[src/rtl/life_grid.sv]
// life_grid: Conway's Life (B3/S23) on a ROWS x COLS register grid, edited with debounced buttons.
// Define LIFE_WRAP_EN for toroidal neighbours; by default cells beyond the edge count as dead.
module life_grid #(
  parameter int ROWS = 8,
  parameter int COLS = 8,
  parameter int RATE = 60
) (
  input  logic                    clock,
  input  logic                    reset,
  input  logic                    btn_next,
  input  logic                    btn_toggle,
  input  logic                    btn_run,
  input  logic                    btn_pause,
  input  logic                    btn_step,
  input  logic                    frame_end,
  input  logic [$clog2(ROWS)-1:0] rd_row,
  input  logic [$clog2(COLS)-1:0] rd_col,
  output logic                    rd_state,
  output logic [$clog2(ROWS)-1:0] cursor_row,
  output logic [$clog2(COLS)-1:0] cursor_col,
  output logic                    running,
  output logic [15:0]             gen_count,
  output logic                    all_dead
);
  localparam int RW = $clog2(ROWS);
  localparam int CW = $clog2(COLS);

  typedef enum logic {PAUSE, RUN} state_t;
  state_t state_q, state_d;

  logic [ROWS-1:0][COLS-1:0] cells, next_cells;
  logic [4:0] sync1, sync2, sync3, rise;
  logic       pause_e, run_e, step_e, toggle_e, next_e;
  logic [7:0] frame_cnt;
  logic       frame_gen, do_gen, do_toggle;

  // Buttons packed {pause, run, step, toggle, next}; sync3 exists only to find the rising edge.
  always_ff @(posedge clock) begin
    if (reset) begin
      sync1 <= '0;
      sync2 <= '0;
      sync3 <= '0;
    end else begin
      sync1 <= {btn_pause, btn_run, btn_step, btn_toggle, btn_next};
      sync2 <= sync1;
      sync3 <= sync2;
    end
  end

  assign rise     = sync2 & ~sync3;
  assign pause_e  = rise[4];
  assign run_e    = rise[3] & ~rise[4];
  assign step_e   = rise[2] & ~|rise[4:3];
  assign toggle_e = rise[1] & ~|rise[4:2];
  assign next_e   = rise[0] & ~|rise[4:1];

  assign frame_gen = (state_q == RUN) && frame_end && (frame_cnt == 8'(RATE - 1));
  assign do_gen    = frame_gen || ((state_q == PAUSE) && step_e);
  assign do_toggle = (state_q == PAUSE) && toggle_e;

  always_ff @(posedge clock) begin
    if (reset || state_q == PAUSE) begin
      frame_cnt <= '0;
    end else if (frame_end) begin
      frame_cnt <= frame_gen ? 8'd0 : frame_cnt + 8'd1;
    end
  end

  always_ff @(posedge clock) begin
    if (reset) begin
      state_q <= PAUSE;
    end else begin
      state_q <= state_d;
    end
  end

  always_comb begin
    state_d = state_q;
    if (pause_e) begin
      state_d = PAUSE;
    end else if (run_e) begin
      state_d = RUN;
    end else if (frame_gen && next_cells == '0) begin
      state_d = PAUSE;
    end
  end

  assign running = (state_q == RUN);

  function automatic logic [3:0] live_neighbours(input logic [ROWS-1:0][COLS-1:0] g,
                                                 input int r, input int c);
    logic [3:0] n;
    n = 4'd0;
    for (int dr = -1; dr <= 1; dr++) begin
      for (int dc = -1; dc <= 1; dc++) begin
        if (dr != 0 || dc != 0) begin
`ifdef LIFE_WRAP_EN
          n = n + {3'd0, g[RW'((r + dr + ROWS) % ROWS)][CW'((c + dc + COLS) % COLS)]};
`else
          if (r + dr >= 0 && r + dr < ROWS && c + dc >= 0 && c + dc < COLS) begin
            n = n + {3'd0, g[RW'(r + dr)][CW'(c + dc)]};
          end
`endif
        end
      end
    end
    return n;
  endfunction

  always_comb begin
    next_cells = '0;
    for (int r = 0; r < ROWS; r++) begin
      for (int c = 0; c < COLS; c++) begin
        next_cells[r][c] = (live_neighbours(cells, r, c) == 4'd3) ||
                           (cells[r][c] && live_neighbours(cells, r, c) == 4'd2);
      end
    end
  end

  // A generation replaces the whole grid; toggle can only coincide with it in RUN, where it is ignored.
  always_ff @(posedge clock) begin
    if (reset) begin
      cells <= '0;
    end else if (do_gen) begin
      cells <= next_cells;
    end else if (do_toggle) begin
      cells[cursor_row][cursor_col] <= ~cells[cursor_row][cursor_col];
    end
  end

  always_ff @(posedge clock) begin
    if (reset) begin
      gen_count <= '0;
    end else if (do_gen) begin
      gen_count <= gen_count + 16'd1;
    end
  end

  always_ff @(posedge clock) begin
    if (reset) begin
      cursor_row <= '0;
      cursor_col <= '0;
    end else if (next_e) begin
      if (cursor_col == CW'(COLS - 1)) begin
        cursor_col <= '0;
        cursor_row <= (cursor_row == RW'(ROWS - 1)) ? '0 : cursor_row + 1'b1;
      end else begin
        cursor_col <= cursor_col + 1'b1;
      end
    end
  end

  // Decoded per cell so indices past a non-power-of-two edge read as 0.
  always_comb begin
    rd_state = 1'b0;
    for (int r = 0; r < ROWS; r++) begin
      for (int c = 0; c < COLS; c++) begin
        if (rd_row == RW'(r) && rd_col == CW'(c)) begin
          rd_state = cells[r][c];
        end
      end
    end
  end

  assign all_dead = (cells == '0);

endmodule
[config.mk]
export PLATFORM = sky130hd
export DESIGN_NAME = life_grid
export DESIGN_NICKNAME = d
export VERILOG_FILES = /design/src/rtl/life_grid.sv
export SDC_FILE = /design/constraint.sdc
export NUM_CORES = 1
export LEC_CHECK = 0
export CORE_MARGIN = 1
export CORE_UTILIZATION = 50
export DETAILED_ROUTE_END_ITERATION = 10
export PLACE_DENSITY = 0.65
export REMOVE_ABC_BUFFERS = 1
export SYNTH_ARGS = -nofsm -noshare
export SYNTH_HDL_FRONTEND = slang
export SYNTH_SLANG_ARGS = --single-unit
[constraint.sdc]
create_clock -name clock -period 4.5 [get_ports clock]
set_input_delay 1.125 -clock clock [delete_from_list [all_inputs] [get_ports clock]]
set_output_delay 1.125 -clock clock [all_outputs]
set_load 0.01 [all_outputs]
==> metrics, run 1 <==
status finished, final reports clean; Worst Setup SP rd_row[1]; crit path time final 4.368 ns; Worst Path Required 3.38 ns; fraction of registers with async set/reset 0%; CP peak stage delay 0.52 ns; insertion delay to the later sink of the worst-skew pair 0.36 ns; #FFs+latches synth 110; unrepaired setup endpoints after global routing false; Worst setup endpoint rd_state; CP endpoint kind output port; dominant synthesized flop cell dfxtp_1; wire length of the first global-routing pass 36,320 um; clk sinks 110; WP depth 10; reg2reg setup slack 0.78 ns; slowest CP cell clkdlybuf4s50_1; diode count 0; first drt pass iteration count 8; final wirelength 23,220 um; Die W 122.7 um; initial antenna violation count 0; Fin Setup TNS 0 ns; Final Cell Area 8447 um2; Placed Area 8083 um2; hold depth 1; Final Setup Violations 0; Post-CTS Repair Setup Buffers 0; DRC viols 0; Via density 6.314; clk buf depth 2; CP Max Fanout 7; worst reg2reg path startpoint cursor_row[2]$_SDFFE_PP0P_; Clk pin slew, worst setup/hold paths 0.07 ns; fin crit share 97.07%; CTS H-tree depth 3; Die ar. 15,060 um2; Pwr Density 265.0 nW/um2; critical path class input port to output port; nets 1,036; mean post-synth cell area 7.827 um2; RD Place Congestion 0.9136; Distinct cells, synth 58; TritonCTS Buffers 9; CTS Hold Bufs 0; Pleak 3.267 nW; share of cells above drive strength 1 10.22%; Iteration-0 DRC Markers 865; hold slack 0.4393 ns; num ports 39; Slew @ Worst Pin 1.202 ns; Min-Delay Path Class register to register; Tot GR Track Use 31.90%; grt ovf 0; final hold violation count 0; Synth Cell Area 7287 um2; Peak supply drop 0.0002608 V; reg-to-reg endpoint cells[11]$_SDFFE_PP0P_; commonest non-fill, non-tap cells in the layout a21oi_1 (153), nor2_1 (152), dfxtp_1 (110); CP Cell Sequence clkdlybuf4s50_1, buf_4, or3b_2, a21oi_1, o21ai_0, o2111ai_1, a31oi_1, o21ai_1, o2bb2ai_1, buf_2; crit start category input port; DP HPWL 16,940 um; Buf/Inv on CP 3; arrival time worst endpoint 3.24 ns; commonest non-fill, non-tap cell in the layout a21oi_1; maxcap violations 0; Chip Height 122.7 um; CP top delay family buffers and inverters; routed vias 7,312; wire per inst 20.06 um; register area share after synthesis 30.22%; r2r worst-path depth 9; Syn. warnings 0; Layout area overhead 15.92%; largest net degree at the start of global routing 60; number of global-route vias before repair 6,760; PortBufs 38; Fmax 228.9 MHz; Post-DRT Antenna Nets 0; max-slew violation count 0; number of synthesized flops with an enable pin 0; Setup Skew 0.009946 ns; initial core utilization 51.89%; Max-slew headroom 19.27%; TritonCTS clock tree built; site row count 43; Core ar. 14,040 um2; clk root buf clkbuf_16; Post-Synthesis Cells 931
## timing repair
item | CTS | global route
gates cloned | 0 | 1
pin swaps | 2 | 1
endpoints found under the setup margin | 1 | 1
gates resized for setup | 8 | 8
## synth_stat cells (14+ instances only)
| library cell | n | area [um2] |
|---|---|---|
| nor3_1 | 20 | 100.1 |
| clkbuf_1 | 48 | 180.2 |
| o21ai_0 | 21 | 105.1 |
| nand4_1 | 17 | 106.4 |
| inv_1 | 53 | 198.9 |
| a21oi_1 | 153 | 765.7 |
| nand2_1 | 35 | 131.4 |
| nor4_1 | 17 | 106.4 |
| nor2b_1 | 27 | 168.9 |
| o22ai_1 | 14 | 87.58 |
| fa_1 | 25 | 500.5 |
| xor2_1 | 16 | 140.1 |
| nand3_1 | 30 | 150.1 |
| ha_1 | 24 | 300.3 |
| dfxtp_1 | 110 | 2202 |
| nor2_1 | 152 | 570.6 |
| mux2i_1 | 24 | 240.2 |
## flip-flops by register name, summed over array words and instances (netlist names)
register,count
sync1,5
sync3,5
cursor_row,3
sync2,5
cells,64
running,1
cursor_col,3
frame_cnt,8
gen_count,16
## worst reg2reg max path: cells and delay by family (launching register included)
kind | cells | cell delay (ns)
simple gates | 3 | 1.18
flops | 1 | 0.94
compound gates | 4 | 0.92
buf+inv | 2 | 0.53
## power breakdown
part / switching [W] / leakage, nW / total, W / internal [W]
logic: 0.000183 / 2.23 / 0.000332 / 0.000149
clock network: 0.000384 / 0.147 / 0.000837 / 0.000453
registers: 0.0000604 / 0.895 / 0.00107 / 0.00101
## kinds of logic (layout without fill, tap and decap cells)
| family | after synthesis | count (layout) | share of synthesized area, % |
|---|---|---|---|
| buffers and inverters | 113 | 160 | 5.924 |
| XOR/XNOR | 18 | 18 | 2.163 |
| AO/OA/AOI/OAI | 243 | 243 | 19.28 |
| flip-flops | 110 | 110 | 30.22 |
| adder cells (fa/ha/maj) | 49 | 49 | 10.99 |
| multiplexers | 41 | 41 | 7.315 |
| AND/OR/NAND/NOR | 357 | 357 | 24.11 |
## final cells by class
type / count / area [um2]
clock buffer: 11 / 242.7
clock inverter: 5 / 63.81
fill: 1257 / 5595
inverter: 54 / 202.7
multi-input combinational: 708 / 4693
sequential: 110 / 2202
tap: 180 / 225.2
timing repair buffer: 90 / 817.0
## per-layer routing
layer  vias to the layer above  part of all wire [%]  global-route usage (%)
li1                       3381                     -                       -
met1                      3500                    43                   43.22
met2                       373                    46                   50.70
met3                        58                   7.2                   4.136
met4                         0                   3.2                   14.02
met5                         -                     0                       0
## how the worst min path moves through the flow
| stage | start | end | slack (ns) |
|---|---|---|---|
| final | sync1[2]$_SDFF_PP0_ | sync2[2]$_SDFF_PP0_ | 0.44 |
| after global routing | sync1[1]$_SDFF_PP0_ | sync2[1]$_SDFF_PP0_ | 0.45 |
| after CTS | sync1[1]$_SDFF_PP0_ | sync2[1]$_SDFF_PP0_ | 0.44 |
| after detailed placement | sync1[1]$_SDFF_PP0_ | sync2[1]$_SDFF_PP0_ | 0.43 |
| after global placement | sync1[2]$_SDFF_PP0_ | sync2[2]$_SDFF_PP0_ | 0.42 |
| after floorplan | sync2[0]$_SDFF_PP0_ | sync3[0]$_SDFF_PP0_ | 0.41 |
## per-stage QoR
step / power (W) / utilization [%] / instances / setup WS, ns
detailed placement: 0.001411 / 57.56 / 1141 / -0.3802
CTS: 0.002231 / 59.80 / 1157 / 0.05778
floorplan: 0.001257 / - / 872 / -2.026
global placement: 0.001400 / 57.56 / 1141 / -0.3176
global route: 0.002323 / 60.15 / 1158 / 0.005171
finish: 0.002238 / 60.15 / 1158 / 0.1318
Note: power is estimated with default switching activity, not from simulation.
==> inputs of run 2 (changes only) <==
==> constraint.sdc (replaced) <==
create_clock -name clock -period 5.5 [get_ports clock]
set_input_delay 1.375 -clock clock [delete_from_list [all_inputs] [get_ports clock]]
set_output_delay 1.375 -clock clock [all_outputs]
set_load 0.01 [all_outputs]
==> metrics, run 2 (synthesized netlist as in run 1, its figures left out) <==
unrepaired setup endpoints after global routing false; Clock power frac 36.5%; Peak supply drop 0.0002010 V; Gate power share 14.6%; Clk pin slew, worst setup/hold paths 0.08 ns; wire length of the first global-routing pass 35,580 um; Placed Area 7943 um2; Die ar. 15,060 um2; DR WL met3 1874 um; PortBufs 38; TritonCTS clock tree built; clk sinks 110; TritonCTS Buffers 9; share of cells above drive strength 1 7.539%; Setup Skew 0.01219 ns; CP top delay family buffers and inverters; maxcap violations 0; Metal-1 WL 9426 um; RD Place Congestion 0.9232; CP peak stage delay 0.51 ns; Sw Ratio 29.46%; Max Used Layer met4; largest net degree at the start of global routing 71; insertion delay to the later sink of the worst-skew pair 0.36 ns; Pwr Density 216.4 nW/um2; non-filler cells, final 1,135; sequential share of power 48.9%; clk root buf clkbuf_16; Max-slew headroom 10.71%; Layout area overhead 13.14%; wire per inst 20.00 um; r2r worst-path depth 7; site row count 43; Largest regs cells x64, gen_count x16, frame_cnt x8; status finished, final reports clean; first drt pass iteration count 5; WP depth 11; diode count 0; CTS H-tree depth 3; clk buf depth 2; Iteration-0 DRC Markers 756; CTS Hold Bufs 0; Core ar. 14,040 um2; commonest non-fill, non-tap cell in the layout a21oi_1; Final Setup Violations 0; CP Max Fanout 21; slowest CP cell clkdlybuf4s50_1; Pwr Total 0.001784 W; Via density 6.306; initial core utilization 51.89%; Die W 122.7 um; Net Switching 0.0005257 W; Reg with most FFs cells; final hold violation count 0; hold depth 1; CP endpoint kind output port; Fin Setup TNS 0 ns; critical path class input port to output port; placed cells 1,119; routed vias 7,157; nets 1,013; Worst Path Required 4.12 ns; Tot GR Track Use 31.14%; Min-Delay Path Class register to register; DRC viols 0; area of the multi-input gates 4668 um2; met2 WL 10,760 um; Pleak 3.136 nW; reg2reg setup slack 1.80 ns; commonest non-fill, non-tap cells in the layout a21oi_1 (153), nor2_1 (152), dfxtp_1 (110); Slew @ Worst Pin 1.329 ns; num ports 39; max reg flops 64; max-slew violation count 0; number of global-route vias before repair 6,650; Buf/Inv on CP 4; Post-DRT Antenna Nets 0; Fmax 198.2 MHz; crit path time final 5.046 ns; sequential cell area 2202 um2; internal power 0.001259 W; arrival time worst endpoint 3.67 ns; crit start category input port; Chip Height 122.7 um; fin crit share 91.75%; Core Util, Final 58.71%; DP HPWL 16,580 um; CP Cell Sequence clkdlybuf4s50_1, buf_12, buf_12, mux2_2, o221ai_1, o2bb2ai_1, o2111ai_1, a31oi_1, o21ai_1, o2bb2ai_1, dlymetal6s2s_1; grt ovf 0; Fillers 1,284; final wirelength 22,700 um; Final Cell Area 8244 um2; initial antenna violation count 0
==> run 2: per-stage QoR <==
stage | setup WS, ns | hold slack [ns]
2_1_floorplan | -1.026 | 0.4132
3_3_place_gp | 0.09047 | 0.4172
3_5_place_dp | 0.1236 | 0.4278
4_1_cts | 0.1188 | 0.4401
5_1_grt | 0.3168 | 0.4571
6_report | 0.4540 | 0.4334
==> run 2: area by class of cell <==
type / instances / share of cell area [%]
tap: 180 / 2.732
sequential: 110 / 26.71
multi-input combinational: 708 / 56.62
inverter: 54 / 2.459
timing repair buffer: 67 / 7.892
clock inverter: 6 / 0.8044
clock buffer: 10 / 2.777
==> run 2: worst paths after layout <==
kind,startpoint,end
setup / recovery,rd_col[0],rd_state
hold / removal,sync1[2]$_SDFF_PP0_,sync2[2]$_SDFF_PP0_
setup reg to reg,cursor_row[2]$_SDFFE_PP0P_,cells[27]$_SDFFE_PP0P_
hold reg to reg,sync1[2]$_SDFF_PP0_,sync2[2]$_SDFF_PP0_
==> run 2: worst register-to-register path, delay by kind of cell (launching register included) <==
| family | cells | cell delay [ns] |
|---|---|---|
| AND/OR/NAND/NOR | 2 | 1.20 |
| flip-flops | 1 | 1.03 |
| buffers and inverters | 1 | 0.35 |
| AO/OA/AOI/OAI | 4 | 1.05 |
==> run 2: repair_timing <==
action,in CTS,in global routing
endpoints found under the setup margin,0,1
gates resized for setup,0,4
buffers inserted,0,0
==> run 2: power groups by stage <==
| stage | clock network (W) | registers, W | logic [W] |
|---|---|---|---|
| CTS | 0.000657 | 0.000870 | 0.000257 |
| finish | 0.000651 | 0.000873 | 0.000260 |
| global placement | 0 | 0.000889 | 0.000249 |
| global route | 0.000690 | 0.000875 | 0.000290 |
| detailed placement | 0 | 0.000889 | 0.000256 |
| floorplan | 0 | 0.000867 | 0.000161 |
==> run 2: per-layer routing <==
metal | GRT usage [%] | up-vias
li1 | - | 3340
met1 | 41.04 | 3407
met2 | 50.60 | 360
met3 | 4.740 | 50
met4 | 13.11 | 0
met5 | 0 | -
